File: src/rtl/keypad_scan_ctrl.sv
// ---------------------------------------------------------------------------
// keypad_scan_ctrl
//
// Scans a 4x4 active-low matrix keypad one row at a time and debounces the
// result frame by frame. Exactly one accepted key at a time reaches the meter
// core as a 4-bit code on num, qualified by the active-low strobe Anti. Bounce
// is rejected. Multi-key presses, including ghost patterns, are also rejected,
// so the core sees one clean falling edge per keystroke.
//
// Optional feature: define KEYPAD_AUTOREPEAT_EN to enable autorepeat. With it,
// a key held for REPEAT_FRAMES frames raises Anti for one frame and then drops
// it again. Without it, one press gives one falling edge and REPEAT_FRAMES is
// ignored.
//
// Parameters
//   SCAN_DIV        clocks per row step (>= 4)
//   DEBOUNCE_FRAMES identical frames needed to accept or release (>= 1)
//   REPEAT_FRAMES   held frames per autorepeat event
//
// Ports
//   clk    in   system clock
//   rst_n  in   synchronous reset, active low
//   col_n  in   [3:0] keypad columns, active low, asynchronous
//   row_n  out  [3:0] row drive, one-hot active low
//   num    out  [3:0] code of the accepted key, stable while Anti = 0
//   Anti   out  key strobe: 1 idle, 0 while the accepted key is held
//   ghost  out  one-clock pulse after any frame with more than one key down
// ---------------------------------------------------------------------------
module keypad_scan_ctrl #(
   parameter int SCAN_DIV        = 1000,
   parameter int DEBOUNCE_FRAMES = 4,
   parameter int REPEAT_FRAMES   = 64
) (
   input  logic       clk,
   input  logic       rst_n,
   input  logic [3:0] col_n,
   output logic [3:0] row_n,
   output logic [3:0] num,
   output logic       Anti,
   output logic       ghost
);

   localparam int SW = (SCAN_DIV > 1) ? $clog2(SCAN_DIV) : 1;
   localparam int MW = $clog2(DEBOUNCE_FRAMES + 1);
   localparam int RW = (REPEAT_FRAMES > 0) ? $clog2(REPEAT_FRAMES + 1) : 1;
   localparam logic [SW-1:0] STEP_LAST = SW'(SCAN_DIV - 1);

`ifdef KEYPAD_AUTOREPEAT_EN
   localparam logic RPT_EN = 1'b1;
`else
   localparam logic RPT_EN = 1'b0;
`endif

   typedef enum logic [2:0] {
      IDLE,
      CONFIRM,
      ARM,
      HELD,
      GAP
   } state_t;

   // Key legend, row-major: 1 2 3 B / 4 5 6 C / 7 8 9 D / E 0 F A
   function automatic logic [3:0] key_code(input logic [1:0] row, input logic [1:0] col);
      logic [3:0] code;
      case ({row, col})
         4'd0:  code = 4'd1;
         4'd1:  code = 4'd2;
         4'd2:  code = 4'd3;
         4'd3:  code = 4'd11;
         4'd4:  code = 4'd4;
         4'd5:  code = 4'd5;
         4'd6:  code = 4'd6;
         4'd7:  code = 4'd12;
         4'd8:  code = 4'd7;
         4'd9:  code = 4'd8;
         4'd10: code = 4'd9;
         4'd11: code = 4'd13;
         4'd12: code = 4'd14;
         4'd13: code = 4'd0;
         4'd14: code = 4'd15;
         default: code = 4'd10;
      endcase
      return code;
   endfunction

   function automatic logic [2:0] key_count(input logic [3:0] k);
      return 3'(k[0]) + 3'(k[1]) + 3'(k[2]) + 3'(k[3]);
   endfunction

   // Only meaningful when exactly one bit is set.
   function automatic logic [1:0] col_index(input logic [3:0] k);
      logic [1:0] idx;
      case (k)
         4'b0001: idx = 2'd0;
         4'b0010: idx = 2'd1;
         4'b0100: idx = 2'd2;
         default: idx = 2'd3;
      endcase
      return idx;
   endfunction

   logic [3:0]    col_p0, col_p1;
   logic [SW-1:0] step_cnt;
   logic [1:0]    row_idx;
   logic          sample_en, frame_end;

   logic [3:0]    row_keys;
   logic          row_hit;
   logic          acc_any, acc_multi;
   logic [3:0]    acc_code;
   logic          mrg_any, mrg_multi;
   logic [3:0]    mrg_code;
   logic          res_single, res_multi;
   logic [3:0]    res_code;

   state_t        state, state_nxt;
   logic [MW-1:0] match_cnt, match_nxt;
   logic [MW-1:0] rel_cnt, rel_nxt;
   logic [RW-1:0] rpt_cnt, rpt_nxt;
   logic [3:0]    cand, cand_nxt;
   logic [3:0]    num_nxt;
   logic          anti_nxt;
   logic          key_hold, rel_done, match_done, rpt_done;

   // ---- stage p0/p1: column synchronizer
   always_ff @(posedge clk) begin
      col_p0 <= col_n;
      col_p1 <= col_p0;
   end

   // ---- row stepping: column sample on the last count, then rotate the row
   assign sample_en = (step_cnt == STEP_LAST);
   assign frame_end = sample_en && (row_idx == 2'd3);

   always_ff @(posedge clk) begin
      if (!rst_n) begin
         step_cnt <= '0;
         row_idx  <= 2'd0;
         row_n    <= 4'b1110;
      end else if (sample_en) begin
         step_cnt <= '0;
         row_idx  <= row_idx + 2'd1;
         row_n    <= {row_n[2:0], row_n[3]};
      end else begin
         step_cnt <= step_cnt + 1'b1;
      end
   end

   // ---- frame accumulation: the current row's sample merged with earlier rows
   // A second key anywhere in the frame, in the same row or another row,
   // turns the whole frame into MULTI.
   assign row_keys  = ~col_p1;
   assign row_hit   = |row_keys;
   assign mrg_multi = acc_multi | (key_count(row_keys) > 3'd1) | (acc_any & row_hit);
   assign mrg_any   = acc_any | row_hit;
   assign mrg_code  = (row_hit && !acc_any) ? key_code(row_idx, col_index(row_keys)) : acc_code;

   assign res_single = mrg_any & ~mrg_multi;
   assign res_multi  = mrg_multi;
   assign res_code   = mrg_code;

   always_ff @(posedge clk) begin
      if (!rst_n) begin
         acc_any   <= 1'b0;
         acc_multi <= 1'b0;
      end else if (frame_end) begin
         acc_any   <= 1'b0;
         acc_multi <= 1'b0;
      end else if (sample_en) begin
         acc_any   <= mrg_any;
         acc_multi <= mrg_multi;
      end
   end

   always_ff @(posedge clk) begin
      if (sample_en) begin
         acc_code <= mrg_code;
      end
   end

   // ---- debounce FSM, acting on frame results
   assign key_hold   = res_single && (res_code == num);
   assign rel_done   = (int'(rel_cnt) + 1) >= DEBOUNCE_FRAMES;
   assign match_done = (int'(match_cnt) + 1) >= DEBOUNCE_FRAMES;
   assign rpt_done   = (int'(rpt_cnt) + 1) >= REPEAT_FRAMES;

   always_comb begin
      state_nxt = state;
      match_nxt = match_cnt;
      rel_nxt   = rel_cnt;
      rpt_nxt   = rpt_cnt;
      cand_nxt  = cand;
      num_nxt   = num;
      anti_nxt  = Anti;
      unique case (state)
         IDLE: begin
            if (frame_end && res_single) begin
               cand_nxt = res_code;
               if (DEBOUNCE_FRAMES <= 1) begin
                  num_nxt   = res_code;
                  match_nxt = '0;
                  state_nxt = ARM;
               end else begin
                  match_nxt = MW'(1);
                  state_nxt = CONFIRM;
               end
            end
         end
         CONFIRM: begin
            if (frame_end) begin
               if (res_single && (res_code == cand)) begin
                  if (match_done) begin
                     num_nxt   = cand;
                     match_nxt = '0;
                     state_nxt = ARM;
                  end else begin
                     match_nxt = match_cnt + 1'b1;
                  end
               end else begin
                  match_nxt = '0;
                  state_nxt = IDLE;
               end
            end
         end
         // num was loaded on the frame-end clock; Anti falls one clock later
         // so the core always sees a settled code on its falling edge.
         ARM: begin
            anti_nxt  = 1'b0;
            rel_nxt   = '0;
            rpt_nxt   = '0;
            state_nxt = HELD;
         end
         HELD: begin
            if (frame_end) begin
               if (key_hold) begin
                  rel_nxt = '0;
                  if (RPT_EN) begin
                     if (rpt_done) begin
                        rpt_nxt   = '0;
                        anti_nxt  = 1'b1;
                        state_nxt = GAP;
                     end else begin
                        rpt_nxt = rpt_cnt + 1'b1;
                     end
                  end
               end else if (rel_done) begin
                  rel_nxt   = '0;
                  rpt_nxt   = '0;
                  anti_nxt  = 1'b1;
                  state_nxt = IDLE;
               end else begin
                  rel_nxt = rel_cnt + 1'b1;
               end
            end
         end
         // Autorepeat gap: Anti stays high for one frame. Release counting
         // carries on so that a key let go during the gap still ends the press.
         GAP: begin
            if (frame_end) begin
               if (key_hold) begin
                  rel_nxt   = '0;
                  anti_nxt  = 1'b0;
                  state_nxt = HELD;
               end else if (rel_done) begin
                  rel_nxt   = '0;
                  state_nxt = IDLE;
               end else begin
                  rel_nxt   = rel_cnt + 1'b1;
                  anti_nxt  = 1'b0;
                  state_nxt = HELD;
               end
            end
         end
         default: state_nxt = IDLE;
      endcase
   end

   always_ff @(posedge clk) begin
      if (!rst_n) begin
         state     <= IDLE;
         match_cnt <= '0;
         rel_cnt   <= '0;
         rpt_cnt   <= '0;
         num       <= 4'hF;
         Anti      <= 1'b1;
         ghost     <= 1'b0;
      end else begin
         state     <= state_nxt;
         match_cnt <= match_nxt;
         rel_cnt   <= rel_nxt;
         rpt_cnt   <= rpt_nxt;
         num       <= num_nxt;
         Anti      <= anti_nxt;
         ghost     <= frame_end & res_multi;
      end
   end

   always_ff @(posedge clk) begin
      cand <= cand_nxt;
   end

endmodule
File: config.mk
export PLATFORM = sky130hd
export DESIGN_NAME = keypad_scan_ctrl
export DESIGN_NICKNAME = d
export VERILOG_FILES = /design/src/rtl/keypad_scan_ctrl.sv
export SDC_FILE = /design/constraint.sdc
export NUM_CORES = 1
export LEC_CHECK = 0
export ABC_CLOCK_PERIOD_IN_PS = 4200
export CORE_ASPECT_RATIO = 0.9
export CORE_MARGIN = 5
export CORE_UTILIZATION = 52
export DETAILED_ROUTE_END_ITERATION = 16
export GPL_ROUTABILITY_DRIVEN = 0
export PLACE_DENSITY = 0.75
export SETUP_SLACK_MARGIN = 0.5
export SLEW_MARGIN = 30
export SYNTH_ARGS = -nofsm -noshare
export SYNTH_HDL_FRONTEND = slang
export SYNTH_SLANG_ARGS = --single-unit
File: constraint.sdc
create_clock -name clk -period 4.2 [get_ports clk]
set_input_delay 0.84 -clock clk [delete_from_list [all_inputs] [get_ports clk]]
set_output_delay 0.84 -clock clk [all_outputs]
set_load 0.03 [all_outputs]
# Word-level counts from Yosys, hierarchy flattened
# Memory sizes are Yosys's and may differ from the RTL's.
# Cells that the tools add are included.
# word_totals
word_cells	105
romBits	64
regBits	49
output_inout_bits	10
mem_count	1
# mem_list
memory	words	width	rd	rd_clocked_by_memory_dff	wr	line_no	text
(name not given)	16	4	1	0	0	65	case ({row, col})
# classes
n_lt_le_gt_ge	3
add_sub_neg	9
reduce_logical	20
eq_ne	20
bitwise_logic	9
n_mux	28
# ops
operator	n
2-to-1 mux 3 bit	14
case mux 3 bit (5 select lines)	1
!= test 2 bit (second input constant)	6
case mux 3 bit (2 select lines)	2
adder 10 x 1 -> 10 bit (second input constant)	1
equality test 10 bit (second input constant)	1
adder 3 x 1 -> 4 bit (second input constant)	2
equality test 4 bit	2
greater-or-equal comparator 4 x 3 -> 1 bit (second input constant)	2
AND reduction 7 bit	1
adder 3 x 1 -> 3 bit (second input constant)	2
equality test 3 x 2 -> 1 bit (second input constant)	2
2-to-1 mux 1 bit	6
!= test 3 bit (second input constant)	2
case mux 2 bit (3 select lines)	1
AND reduction 6 bit	1
OR reduction 2 bit	3
logical AND 1 bit	5
equality test 4 x 1 -> 1 bit (second input constant)	1
equality test 4 x 2 -> 1 bit (second input constant)	1
equality test 4 x 3 -> 1 bit (second input constant)	1
2-to-1 mux 2 bit	2
2-to-1 mux 4 bit	1
inverter 4 bit	1
other kinds (21)	28

# Depth between registers and ports, before layout
# logic_depth
ltp_word	13
depth_mapped	12
mapped_depth_nobuf	12

# Worst setup path after synthesis
# No wires, ideal clock.
# synth_timing
path_kind	flip-flop to flip-flop
startpoint	register col_p1[0]
endpoint	register match_cnt[1]
t_required_ps	4142
synth_period_minus_slack_ps	2894
setup_ps	58
slack_ps	1306
t_arrival_ps	2836
path_stages_with_launch	12
cell_sequence	dfxtp_1 ha_1 nand2_1 or2_2 ha_1 a21boi_2 o221ai_2 nand2_2 a311o_1 a2111oi_2 and3_1 o21a_1
# synth_between
elab_chain_cells	13
elab_cells_between_ends	27
cone_classes	add/sub (3); order compare (1); eq/ne (5); mux (5); bitwise (7); reduce/logical (5); memory (1)
# synth_rtl
element	line_no	text
start, declared	102	logic [3:0] col_p0, col_p1;
start signal, assigned	128	col_p1 <= col_p0;
inverter 4 bit (*)	152	assign row_keys = ~col_p1;
adder 1 x 1 -> 2 bit	87	return 3'(k[0]) + 3'(k[1]) + 3'(k[2]) + 3'(k[3]);
adder 2 x 1 -> 3 bit	87	
adder 3 x 1 -> 3 bit	87	
greater-than comparator 3 x 1 -> 1 bit	154	assign mrg_multi = acc_multi | (key_count(row_keys) > 3'd1) | (acc_any & row_hit);
bitwise OR 1 bit (2 in series)	154	
inverter 1 bit	158	assign res_single = mrg_any & ~mrg_multi;
bitwise AND 1 bit	158	
logical AND 1 bit	211	if (res_single && (res_code == cand)) begin
2-to-1 mux 3 bit	211	
2-to-1 mux 3 bit	210	if (frame_end) begin
case mux 3 bit (2 select lines)	195	unique case (state)
end signal, assigned	289	match_cnt <= match_nxt;
end, declared	117	logic [MW-1:0] match_cnt, match_nxt;
# Mark *: on every way between the ends. The rest lies on a longest branch, timed or not. The select of a mux whose other input is x is not followed.
# A chain may end at the register's enable or synchronous reset.

# Worst setup path in the final report
# layout_timing
startpoint	register col_p1[0]
endpoint	register num[3]
# layout_between
elab_chain_cells	11
elab_cells_between_ends	22
cone_classes	add/sub (3); order compare (1); eq/ne (4); mux (2); bitwise (7); reduce/logical (4); memory (1)
# layout_rtl
element	line_no	text
inverter 4 bit (*)	152	
adder 1 x 1 -> 2 bit	87	
adder 2 x 1 -> 3 bit	87	
adder 3 x 1 -> 3 bit	87	
greater-than comparator 3 x 1 -> 1 bit	154	
bitwise OR 1 bit (2 in series)	154	
inverter 1 bit	158	
bitwise AND 1 bit	158	
logical AND 1 bit (*)	211	
AND reduction 4 bit (no line) (*)	--	
end signal, assigned	292	num <= num_nxt;
end, declared	38	output logic [3:0] num,
# Mark *: on every way between the ends. The rest lies on a longest branch, timed or not.

==> results.py <==
metrics = {
    "status": {
        "run_status": "finished clean",
    },
    "critical_path": {
        "cpMaxStageDelayCell": "sky130_fd_sc_hd__dfxtp_1",
        "cp_slowest_stage_delay_ns": 0.42,
        "critical_path.cell_chain": "ha_1 -> nand2_1 -> or2_2 -> ha_1 -> a21boi_2 -> o221ai_2 -> nand2_2 -> a311o_1 -> a211oi_2 -> nand4_2 -> mux2i_1",
        "path_class": "register to register",
        "cp_data_required_time_ns": 4.39,
        "timing.critical_path.to_type": "register",
        "crit_path_max_fo": 6,
        "crit_arrival_ns": 3.40,
        "timing.critical_path.mode_cell": "sky130_fd_sc_hd__ha_1",
        "cp_num_buf_inv": 0,
        "critPathTopFamily": "compound AO/OA/AOI/OAI gates",
        "setup.worst_path.start_class": "register",
    },
    "floorplan": {
        "placement_rows": 24,
        "core-area_sq_mm": 0.004775,
        "die_height_um": 76.01,
        "num_io_pins": 16,
        "starting_density_of_the_core_pct": 52.73,
        "width_of_the_die_um": 83.34,
        "fp.dieArea_sq_mm": 0.006335,
    },
    "logic_synthesis": {
        "synthesis.nets": 290,
        "syn_inst": 272,
        "syn-cell-area_sq_mm": 0.002517,
        "syn_avg_cell_area_sq_um": 9.255,
        "postSynth.topFlopCell": "sky130_fd_sc_hd__dfxtp_1",
        "synth-edff-count": 8,
        "synth-async-reset-ratio_pct": 0,
        "post_synth_num_cell_types": 60,
        "ys.warnings.count": 0,
        "yosys_register_bits": 48,
        "seq_total_area_yosys_pct": 41.35,
    },
    "global_routing": {
        "grt_max_degree": 28,
        "initial_antenna_violation_count": 0,
        "first_global_vias": 1862,
        "globalRouteOverflowTotal": 0,
        "grt_first_pass_wirelength_mm": 8.680,
        "grt_util_all_layers_pct": 16.72,
    },
    "sta": {
        "timing.fmax_ghz": 0.3119,
        "finalSetupViolations": 0,
        "time_the_worst_path_needs_with_i_o_delays_and_setup_ns": 3.206,
        "pin_slew_with_the_least_headroom_to_its_limit_ns": 0.8011,
        "final-max-slew-violation-count": 0,
        "grt_setup_unrepaired": "false",
        "setup_total_negative_slack_ns": 0,
        "hold-worst-slack_ns": 0.3287,
        "slew_headroom_pct": 46.43,
        "clock_skew_ns": 0.006731,
        "final-hold-violation-count": 0,
        "period_share_pct": 76.34,
    },
    "finish": {
        "final_nets": 302,
        "number_of_antenna_cells_inserted": 0,
        "fillers": 420,
        "layout-area-overhead-vs-synth_pct": 11.18,
        "final_layout_size_suffix_gt1_share_pct": 7.018,
    },
    "route": {
        "detail_route.vias_per_cell": 5.634,
        "drt_first_pass_iters": 4,
        "ant_nets": 0,
        "route.detailed.drc": 0,
        "wl_per_cell_um": 14.13,
        "dr.first_iter.drc_count": 162,
        "routed-via-count": 1972,
        "route.final.wire_length_mm": 4.947,
    },
    "clocking": {
        "cts-hold-fix-buffers": 0,
        "clock_sink_count": 48,
        "clk_pin_slew_worst_paths_ns": 0.08,
        "cts.root.buffer_cell": "sky130_fd_sc_hd__clkbuf_8",
        "cts_resized": 0,
        "tritoncts": "done",
        "clockBufferDepth": 2,
        "clock_tree.htree_level_count": 2,
        "postCtsSetupBuffers": 0,
        "cts_made_buffers": 5,
        "worst_skew_pair.late_latency_ns": 0.30,
    },
    "pwr": {
        "power_density_mw_per_mm2": 283.4,
        "total_power_of_the_final_layout_w": 0.0007932,
        "power.leakage_nw": 1.065,
        "vdd_ir_drop_max_mv": 0.2130,
    },
    "place": {
        "detailed_place_hpwl_mm": 3.555,
        "place.port_buffers": 15,
    },
    "run": {
        "maxCapViolations": 0,
    },
    "min_path": {
        "timing.hold.worst.class": "register to register",
    },
}
[worst reg2reg max path: stages, from the launching register on]
cell and delay, ns:
sky130_fd_sc_hd__dfxtp_1 0.42, sky130_fd_sc_hd__ha_1 0.29, sky130_fd_sc_hd__nand2_1 0.07, sky130_fd_sc_hd__or2_2 0.32, sky130_fd_sc_hd__ha_1 0.26, sky130_fd_sc_hd__a21boi_2 0.20
sky130_fd_sc_hd__o221ai_2 0.29, sky130_fd_sc_hd__nand2_2 0.10, sky130_fd_sc_hd__a311o_1 0.40, sky130_fd_sc_hd__a211oi_2 0.33, sky130_fd_sc_hd__nand4_2 0.24, sky130_fd_sc_hd__mux2i_1 0.18
[Yosys cell counts (2+ instances only)]
cell type | instances | area [sq um]
sky130_fd_sc_hd__o211ai_1 | 2 | 15.01
sky130_fd_sc_hd__nor2_1 | 21 | 78.83
sky130_fd_sc_hd__a21oi_1 | 11 | 55.05
sky130_fd_sc_hd__nand3_1 | 10 | 50.05
sky130_fd_sc_hd__mux2i_1 | 10 | 100.1
sky130_fd_sc_hd__and3_1 | 6 | 37.54
sky130_fd_sc_hd__clkbuf_1 | 9 | 33.78
sky130_fd_sc_hd__and2_1 | 7 | 43.79
sky130_fd_sc_hd__or2_2 | 2 | 12.51
sky130_fd_sc_hd__nand2b_1 | 7 | 43.79
sky130_fd_sc_hd__edfxtp_1 | 8 | 240.2
sky130_fd_sc_hd__o21a_1 | 6 | 45.04
sky130_fd_sc_hd__ha_1 | 11 | 137.6
sky130_fd_sc_hd__o221ai_1 | 2 | 17.52
sky130_fd_sc_hd__buf_2 | 3 | 15.01
sky130_fd_sc_hd__xor2_1 | 3 | 26.28
sky130_fd_sc_hd__a31oi_1 | 5 | 31.28
sky130_fd_sc_hd__nand2_1 | 21 | 78.83
sky130_fd_sc_hd__nor4b_1 | 2 | 17.52
sky130_fd_sc_hd__nand4_1 | 2 | 12.51
sky130_fd_sc_hd__dfxtp_1 | 40 | 800.8
sky130_fd_sc_hd__a21o_1 | 3 | 22.52
sky130_fd_sc_hd__inv_1 | 9 | 33.78
sky130_fd_sc_hd__nor3_1 | 7 | 35.03
sky130_fd_sc_hd__o21ai_0 | 8 | 40.04
sky130_fd_sc_hd__nor2b_1 | 13 | 81.33
sky130_fd_sc_hd__xnor2_1 | 9 | 78.83
sky130_fd_sc_hd__o31ai_1 | 3 | 22.52
[power breakdown]
group,total [W],switching [W],internal (W)
sequential,0.000480,0.00000638,0.000473
combinational,0.0000518,0.0000292,0.0000226
clock,0.000262,0.000145,0.000117
[per-stage QoR]
stage	setup slack, ns	utilization (%)	cells	area (sq um)
2_1_floorplan	1.306	-	272	2517
3_3_place_gp	1.123	56.92	342	2718
6_report	0.9936	58.62	350	2799
3_5_place_dp	1.027	56.92	342	2718
5_1_grt	0.7539	58.62	350	2799
4_1_cts	1.006	58.62	350	2799
[cell type report]
class | count | area [sq um] | share of cell area (%)
clock buffer | 7 | 76.32 | 2.727
multi-input combinational | 202 | 1389 | 49.62
tap | 65 | 81.33 | 2.906
timing repair buffer | 18 | 172.7 | 6.169
clock inverter | 1 | 5.005 | 0.1788
inverter | 9 | 33.78 | 1.207
sequential | 48 | 1041 | 37.19
[metal layers]
metal | routed length, um | GRT usage [%] | vias to the layer above
li1 | - | - | 999
met1 | 2386 | 22.45 | 925
met2 | 2220 | 25.72 | 40
met3 | 244 | 4.108 | 8
met4 | 95 | 6.863 | 0
met5 | 0 | 0 | -
[path summary, 6_finish.rpt]
path             start         to  slack [ns]  depth (start not counted)
min reg2reg  col_p0[0]  col_p1[0]        0.33                          0
max reg2reg  col_p1[0]     num[3]        0.99                         11
min          col_p0[0]  col_p1[0]        0.33                          0
max          col_p1[0]     num[3]        0.99                         11
[flip-flops by register name (all words and copies together) (netlist names), 2 cells and up]
register and count:
num 4, col_p0 4, state 2, row_idx 2, rel_cnt 3, row_n 4
acc_code 4, cand 4, match_cnt 3, step_cnt 10, col_p1 4
[placed cells by master (no fill, tap or decap), types with 6 or more instances in the layout]
| cell type | n |
|---|---|
| sky130_fd_sc_hd__a21oi_1 | 11 |
| sky130_fd_sc_hd__and2_1 | 7 |
| sky130_fd_sc_hd__and3_1 | 6 |
| sky130_fd_sc_hd__clkdlybuf4s50_1 | 15 |
| sky130_fd_sc_hd__dfxtp_1 | 40 |
| sky130_fd_sc_hd__edfxtp_1 | 8 |
| sky130_fd_sc_hd__ha_1 | 11 |
| sky130_fd_sc_hd__inv_1 | 9 |
| sky130_fd_sc_hd__mux2i_1 | 10 |
| sky130_fd_sc_hd__nand2_1 | 21 |
| sky130_fd_sc_hd__nand2b_1 | 7 |
| sky130_fd_sc_hd__nand3_1 | 10 |
| sky130_fd_sc_hd__nor2_1 | 21 |
| sky130_fd_sc_hd__nor2b_1 | 13 |
| sky130_fd_sc_hd__nor3_1 | 7 |
| sky130_fd_sc_hd__o21a_1 | 6 |
| sky130_fd_sc_hd__o21ai_0 | 8 |
| sky130_fd_sc_hd__xnor2_1 | 9 |
[logic make-up after synthesis]
| kind of cell | count (synthesis) | synth area share, % |
|---|---|---|
| xor+xnor | 12 | 4.175 |
| compound gates | 62 | 18.44 |
| flops | 48 | 41.35 |
| simple gates | 106 | 22.07 |
| buf+inv | 22 | 3.727 |
| fa+ha+maj | 12 | 6.262 |
| mux | 10 | 3.976 |
Note: power is estimated with default switching activity, not from simulation.
